**src/rtl/uart_defines.sv**
```systemverilog
// Shared encodings for the UART transmit path: parity modes and FSM states.
package uart_defines;

    localparam int PARITY_NONE = 0;
    localparam int PARITY_EVEN = 1;
    localparam int PARITY_ODD  = 2;

    typedef enum logic [2:0] {
        ST_IDLE   = 3'd0,
        ST_START  = 3'd1,
        ST_DATA   = 3'd2,
        ST_PARITY = 3'd3,
        ST_STOP   = 3'd4
    } tx_state_t;

endpackage

```
**src/rtl/uart_baud_counter.sv**
```systemverilog
// Bit-period timer: counts 0..CLKS_PER_BIT-1 and flags the last cycle of each bit.
module uart_baud_counter #(
    parameter int CLKS_PER_BIT = 868,
    localparam int CW = (CLKS_PER_BIT > 1) ? $clog2(CLKS_PER_BIT) : 1
) (
    input  logic          clk,
    input  logic          rst,
    input  logic          clear,
    input  logic          enable,
    output logic          tick,
    output logic [CW-1:0] count
);

    localparam logic [CW-1:0] LAST = CW'(CLKS_PER_BIT - 1);

    assign tick = enable && !clear && (count == LAST);

    // Free-running within a bit; wraps to zero so the next bit starts cleanly.
    always_ff @(posedge clk or posedge rst) begin
        if (rst) begin
            count <= '0;
        end else if (clear) begin
            count <= '0;
        end else if (enable) begin
            count <= (count == LAST) ? '0 : count + 1'b1;
        end
    end

endmodule

```
**src/rtl/fifo_uart_tx.sv**
```systemverilog
// UART transmitter draining a show-ahead FIFO; back-to-back frames with no idle gap.
//
// state     | meaning
// ----------+-------------------------------------------------
// ST_IDLE   | line high, waiting for enable and a queued word
// ST_START  | start bit (low)
// ST_DATA   | data bits, LSB first
// ST_PARITY | optional parity bit
// ST_STOP   | stop bit(s) high; decides next frame or idle
module fifo_uart_tx
    import uart_defines::*;
#(
    parameter int CLKS_PER_BIT = 868,
    parameter int DATA_WIDTH   = 8,
    parameter int PARITY       = 0,
    parameter int STOP_BITS    = 1
) (
    input  logic                  clk,
    input  logic                  rst,
    input  logic                  i_enable,
    input  logic [DATA_WIDTH-1:0] i_fifo_data,
    input  logic                  i_fifo_empty,
    output logic                  o_fifo_stb,
    output logic                  o_tx,
    output logic                  o_busy,
    output logic                  o_byte_done
);

    localparam int CW = (CLKS_PER_BIT > 1) ? $clog2(CLKS_PER_BIT) : 1;
    localparam int BW = (DATA_WIDTH > 1) ? $clog2(DATA_WIDTH) : 1;
    localparam logic [CW-1:0] CNT_PRE_LAST = CW'(CLKS_PER_BIT - 2);
    localparam logic [BW-1:0] BIT_LAST     = BW'(DATA_WIDTH - 1);
    localparam logic          STOP_LAST    = (STOP_BITS > 1);
    localparam logic          HAS_PARITY   = (PARITY != PARITY_NONE);
    localparam logic          ODD_PARITY   = (PARITY == PARITY_ODD);

    tx_state_t             state, state_n;
    logic [DATA_WIDTH-1:0] shift_q, shift_n;
    logic [BW-1:0]         bit_q, bit_n;
    logic                  par_q, par_n;
    logic                  stop_q, stop_n;
    logic                  tx_n, stb_n, busy_n, done_n;
    logic                  load;
    logic                  baud_tick;
    logic [CW-1:0]         baud_cnt;

    uart_baud_counter #(
        .CLKS_PER_BIT(CLKS_PER_BIT)
    ) u_baud (
        .clk   (clk),
        .rst   (rst),
        .clear (state == ST_IDLE),
        .enable(state != ST_IDLE),
        .tick  (baud_tick),
        .count (baud_cnt)
    );

    // Next-state and next-output decode; outputs are computed one cycle ahead so they leave flops.
    always_comb begin
        state_n = state;
        shift_n = shift_q;
        bit_n   = bit_q;
        par_n   = par_q;
        stop_n  = stop_q;
        tx_n    = o_tx;
        stb_n   = 1'b0;
        busy_n  = o_busy;
        done_n  = 1'b0;
        load    = 1'b0;

        case (state)
            ST_IDLE: begin
                tx_n   = 1'b1;
                busy_n = 1'b0;
                load   = i_enable && !i_fifo_empty;
            end
            ST_START: begin
                if (baud_tick) begin
                    state_n = ST_DATA;
                    bit_n   = '0;
                    tx_n    = shift_q[0];
                end
            end
            ST_DATA: begin
                if (baud_tick) begin
                    par_n = par_q ^ shift_q[0];
                    if (bit_q == BIT_LAST) begin
                        if (HAS_PARITY) begin
                            state_n = ST_PARITY;
                            tx_n    = par_q ^ shift_q[0];
                        end else begin
                            state_n = ST_STOP;
                            stop_n  = 1'b0;
                            tx_n    = 1'b1;
                        end
                    end else begin
                        bit_n   = bit_q + 1'b1;
                        shift_n = shift_q >> 1;
                        tx_n    = shift_q[1];
                    end
                end
            end
            ST_PARITY: begin
                if (baud_tick) begin
                    state_n = ST_STOP;
                    stop_n  = 1'b0;
                    tx_n    = 1'b1;
                end
            end
            ST_STOP: begin
                // Next cycle is the very last cycle of the frame.
                if (stop_q == STOP_LAST && baud_cnt == CNT_PRE_LAST) begin
                    done_n = 1'b1;
                end
                if (baud_tick) begin
                    if (stop_q != STOP_LAST) begin
                        stop_n = 1'b1;
                    end else if (i_enable && !i_fifo_empty) begin
                        load = 1'b1;
                    end else begin
                        state_n = ST_IDLE;
                        tx_n    = 1'b1;
                        busy_n  = 1'b0;
                    end
                end
            end
            default: begin
                state_n = ST_IDLE;
            end
        endcase

        // Word is captured on the same edge that raises the pop strobe, so the head is never stale.
        if (load) begin
            state_n = ST_START;
            shift_n = i_fifo_data;
            par_n   = ODD_PARITY;
            bit_n   = '0;
            stop_n  = 1'b0;
            tx_n    = 1'b0;
            stb_n   = 1'b1;
            busy_n  = 1'b1;
        end
    end

    // State, datapath and registered outputs.
    always_ff @(posedge clk or posedge rst) begin
        if (rst) begin
            state       <= ST_IDLE;
            shift_q     <= '0;
            bit_q       <= '0;
            par_q       <= 1'b0;
            stop_q      <= 1'b0;
            o_tx        <= 1'b1;
            o_fifo_stb  <= 1'b0;
            o_busy      <= 1'b0;
            o_byte_done <= 1'b0;
        end else begin
            state       <= state_n;
            shift_q     <= shift_n;
            bit_q       <= bit_n;
            par_q       <= par_n;
            stop_q      <= stop_n;
            o_tx        <= tx_n;
            o_fifo_stb  <= stb_n;
            o_busy      <= busy_n;
            o_byte_done <= done_n;
        end
    end

endmodule

```
**config.mk**
```make
export PLATFORM = sky130hd
export DESIGN_NAME = fifo_uart_tx
export DESIGN_NICKNAME = d
export VERILOG_FILES = /design/src/rtl/uart_defines.sv /design/src/rtl/uart_baud_counter.sv /design/src/rtl/fifo_uart_tx.sv
export SDC_FILE = /design/constraint.sdc
export NUM_CORES = 1
export LEC_CHECK = 0
export BUFFER_PORTS_ARGS = -buffer_cell sky130_fd_sc_hd__buf_4
export CORE_MARGIN = 5
export CORE_UTILIZATION = 25
export DETAILED_ROUTE_END_ITERATION = 16
export SYNTH_ARGS = -nofsm -noshare
export SYNTH_HDL_FRONTEND = slang
export SYNTH_HIERARCHICAL = 1
export SYNTH_SLANG_ARGS = --single-unit
export TNS_END_PERCENT = 50
```
**constraint.sdc**
```tcl
create_clock -name clk -period 3.15 [get_ports clk]
set_clock_uncertainty 0.2 [all_clocks]
set_input_delay 0.4725 -clock clk [delete_from_list [all_inputs] [get_ports clk]]
set_output_delay 0.4725 -clock clk [all_outputs]
set_load 0.02 [all_outputs]
```
---- Word-level counts from Yosys, hierarchy flattened ----
Cells that the tools add are included.
W data, S select, Z words.
storage, ports and cells
  flip-flop bits (word level) ............. 29
  bits of input ports ..................... 12
  output and inout bits ................... 4
cells by class
  add/sub/neg operators ................... 2
  reduce and logical (&&, ||, !) cells .... 21
  bitwise operators ....................... 1
  multiplexer cells ....................... 49
  equality and inequality tests ........... 17
operators by type and width
  kind                     number
  $mux W3                  12
  $mux W8                  4
  $mux W10                 3
  $mux W1                  24
  $ne A3 B3 Y1 const B     8
  $eq A10 B10 Y1 const B   2
  $pmux W3 S5              1
  $add A10 B1 Y10 const B  1
  $reduce_bool A3 Y1       3
  $reduce_and A4 Y1        2
  $reduce_and A8 Y1        1
  $reduce_and A7 Y1        1
  $eq A3 B2 Y1 const B     2
  $eq A3 B3 Y1 const B     2
  $pmux W3 S2              1
  $reduce_bool A2 Y1       3
  $reduce_bool A6 Y1       1
  $pmux W1 S5              1
  $reduce_and A5 Y1        1
  $logic_and A1 B1 Y1      4
  $ne A2 B2 Y1 const B     2
  $pmux W1 S2              2
  $reduce_bool A4 Y1       1
  $add A3 B1 Y3 const B    1
  6 further kinds          7

---- Depth between registers and ports, before layout ----
  depth in word-level cells ............... 8
  mapped depth ............................ 11
  depth with buffers taken out ............ 9

---- Hierarchy ----
The synthesis kept the hierarchy.
modules (own cells, without submodules)
  module             cells an instance  area each (µm²)  instances
  fifo_uart_tx       91                 908.4            1
  uart_baud_counter  61                 591.8            1

---- Worst setup path before layout ----
No wires, ideal clock.
  kind .................................... reg-to-reg
  from .................................... register state[2]
  to ...................................... register bit_q[0]
  setup slack ............................. 0.663 ns
  data arrival time ....................... 2.162 ns
  library setup time ...................... 0.125 ns
  period minus slack after synthesis ...... 2.487 ns
  cell stages (with the launch flop) ...... 10
  cell sequence ........................... dfrtp_1 buf_2 or3_1 inv_1 nor2b_1 and4_1 clkbuf_1 and3_1 buf_1 mux2_4
between the ends
  cells in the longest elaborated chain, start to end .. 8
  elaborated cells on any way between the ends .. 17
  classes of those cells .................. eq/ne (6); mux (4); reduce/logical (7)
ends and longest elaborated chain
  what                                                                 RTL line                 RTL
  from (decl)                                                          fifo_uart_tx.sv:37       tx_state_t state, state_n;
  from (signal assigned)                                               fifo_uart_tx.sv:158      state <= state_n;
  $logic_not A3 Y1                                                     fifo_uart_tx.sv:52       .clear (state == ST_IDLE),
  $logic_not A1 Y1                                                     uart_baud_counter.sv:16  assign tick = enable && !clear && (count == LAST);
  $logic_and A1 B1 Y1 (*) (2 in series)                                uart_baud_counter.sv:16
  net baud_tick                                                        fifo_uart_tx.sv:44       logic baud_tick;
  $mux W1                                                              fifo_uart_tx.sv:115      if (baud_tick) begin
  $pmux W1 S2                                                          fifo_uart_tx.sv:71       case (state)
  $ne A3 B3 Y1 (no source line) or $reduce_bool A3 Y1 (tied branches)  --
  $reduce_and A4 Y1 (no source line)                                   --
  to (signal assigned)                                                 fifo_uart_tx.sv:160      bit_q <= bit_n;
  to (decl)                                                            fifo_uart_tx.sv:39       logic [BW-1:0] bit_q, bit_n;
Mark *: on every way through the listed nets, which the timed path passes. The rest lies on a longest branch.
A chain may end at the register's enable or synchronous reset.

---- Worst setup path in the final report ----
  from .................................... register u_baud.count[0]
  to ...................................... register bit_q[0]
between the ends
  cells in the longest elaborated chain, start to end .. 6
  elaborated cells on any way between the ends .. 10
  classes of those cells .................. eq/ne (4); mux (3); reduce/logical (3)
ends and longest elaborated chain
  what                                                                 RTL line                 RTL
  from (decl)                                                          uart_baud_counter.sv:11  output logic [CW-1:0] count
  from (signal assigned)                                               uart_baud_counter.sv:25  count <= (count == LAST) ? '0 : count + 1'b1;
  $eq A10 B10 Y1 (*)                                                   uart_baud_counter.sv:16
  $logic_and A1 B1 Y1 (*)                                              uart_baud_counter.sv:16
  net baud_tick                                                        fifo_uart_tx.sv:44
  $mux W1                                                              fifo_uart_tx.sv:115
  $pmux W1 S2                                                          fifo_uart_tx.sv:71
  $ne A3 B3 Y1 (no source line) or $reduce_bool A3 Y1 (tied branches)  --
  $reduce_and A4 Y1 (no source line)                                   --
Marked as above.

==> qor.txt <==
RSZ-0062 raised after global routing - no
Core area - 5890 um^2
Cell variety after synth - 46
GRT Total Usage - 8.33%
EDFF count, synth - 0
Async S/R FF share, synth - 100%
Final Power - 0.000614 W
Largest net degree at the start of global routing - 19
Setup_tns - 0 ns
Initial detailed-routing violation count - 29
Number of nets with antenna violations after routing - 0
Share of cells above drive strength 1 - 18.8%
Die Footprint - 7650 um^2
Post-Route WL - 2970 um
Via count - 1,104
Worst EP arrival - 2.83 ns
Adder-cell share of the synthesized area - 2.50%
Average wire per standard cell - 12.4 um
Static leakage - 0.728 nW
Die Ht - 87.5 um
Slew @ Worst Pin - 0.697 ns
Compound-cell area share of the yosys netlist - 15.7%
Final Slew Violations - 0
Endpoint class of the critical path - flip-flop
Max-cap violation count - 0
Startpoint types - flip-flop
Kind of critical path - flip-flop to flip-flop
Reg clk slew, reported paths - 0.09 ns
IO Pins - 16
Worst IR Drop VDD - 0.232 mV
# DRC - 0
H-tree levels - 1
Post-Synth XOR/XNOR Area - 1.75%
P&R area growth vs syn - 15.1%
Tcrit/Tclk final - 90.8%
Post-synthesis sequential area ratio - 46.8%
Power per cell area - 356 nW/um^2
Mapped Area - 1500 um^2
# diodes - 0
Synth Warn # - 6
Post-CTS setup buffer count - 0
Drt via density - 4.60
Fmax - 350 MHz
Syn Inst Count - 152
Num rows - 28
Final GP Congestion - 0.821
Commonest cells after routing, fill and taps aside - dfrtp_1, nand2_1, buf_4, o21ai_0, nor2_1
Initial DRT Pass Iterations - 4
Mux share of post-synthesis cell area - 6.42%
Initial antenna violation count - 0
Fin Hold WS - 0.195 ns
Final Hold Fails - 0
Synth Register Bits - 28
Initial Util - 25.5%
Status - finished clean
Worst-Skew Late Latency - 0.27 ns
Clk buf depth - 2
CTS Buf Count - 3
Grt ovf - 0
Crit path time final - 2.86 ns
Hold Path Class - primary input to flip-flop
Crit path required time - 3.12 ns
First-pass GRT wire length - 5170 um
Post-synthesis simple-gate area fraction - 21.9%
CTS tree - built
Main flop type after synthesis - dfrtp_1
Mean Syn Cell Area - 9.87 um^2
DPL Wire Length - 2130 um
# port buffers - 15
Vias in the first global route - 1,056
Die width - 87.5 um
# setup viols final - 0
Fin nets - 181
Crit-path max FO - 11
Num Clock Sinks - 28
Commonest non-fill, non-tap cell in the layout - dfrtp_1
Largest family of logic cells by synthesized area - simple AND/OR/NAND/NOR gates
Max transition margin - 53.5%
Fin worst setup slack - 0.290 ns
Root Buffer Master - clkbuf_8
Setup WS pre-CTS - 0.318 ns
Synthesized net count - 167
[flip-flops by register name (all words and copies together) (netlist names)]
| signal | cells |
|---|---|
| u_baud/count | 10 |
| shift_q | 8 |
| bit_q | 3 |
| state | 3 |
| o_busy | 1 |
| o_byte_done | 1 |
| o_fifo_stb | 1 |
| o_tx | 1 |
[through the flow]
stage,std cells,instance area [um^2],util [%]
global placement,235,1660,28.2
global route,240,1730,29.3
finish,240,1730,29.3
floorplan,152,1500,-
detailed placement,235,1660,28.2
CTS,240,1730,29.3
[worst max-delay path, stage by stage, from the launching register on]
cell and delay [ns]:
dfrtp_1 0.44, ha_1 0.26, and4bb_2 0.27, and4_1 0.39, nor2b_1 0.11, or4b_4 0.56
a22o_1 0.26, mux2_4 0.26
[cells in the mapped netlist (all sizes together) (2+ instances only)]
library cell,instances,share of area (%)
or4b,2,1.6
and2,2,0.83
o21ai,15,5.0
a22o,8,4.8
inv,8,2.0
mux2,2,1.8
nand2,15,3.8
mux2i,7,4.7
dfrtp,27,45
nand3,7,2.3
and3,4,1.8
nor2,9,2.4
nor2b,4,1.7
nand2b,3,1.3
buf,6,2.8
or3,5,2.1
xnor2,2,1.2
a31oi,2,1.3
a21oi,6,2.3
ha,3,2.5
[layout make-up]
class | instances | area, um^2
Clock buffer | 4 | 55.1
Fill cell | 636 | 4160
Inverter | 8 | 30.0
Multi-Input combinational cell | 109 | 723
Sequential cell | 28 | 702
Tap cell | 75 | 93.8
Timing Repair Buffer | 16 | 123
[cells by family after synthesis]
kind of cell    Yosys count
compound gates           35
xor+xnor                  3
fa+ha+maj                 3
flops                    28
buf+inv                  15
mux                       9
simple gates             59
[power by group]
part	switching, W	internal, W
registers	0.00000286	0.000364
clock network	0.000111	0.000112
logic	0.0000114	0.0000126
total	0.000125	0.000489
[routing by layer]
metal / part of all wire (%) / track usage [%]
met5: 0 / 0
met1: 54 / 12.4
met4: 1.5 / 3.35
met3: 1.9 / 0.851
met2: 43 / 12.3
[final timing paths]
path                                 startpoint  depth (start not counted)         endpoint  slack, ns
worst max-delay path            u_baud/count[0]                          7         bit_q[0]       0.29
worst min-delay path             i_fifo_data[2]                          3       shift_q[2]       0.19
worst max register to register  u_baud/count[0]                          7         bit_q[0]       0.29
worst min register to register             o_tx                          2             o_tx       0.29
max in group asynchronous                   rst                          3         state[2]       1.64
min in group asynchronous                   rst                          3  u_baud/count[8]       0.53
[timing repair]
item	in CTS	in global routing
hold buffers	1	0
gates resized for setup	0	0
endpoints found under the hold margin	10	0
Note: power is estimated with default switching activity, not from simulation.
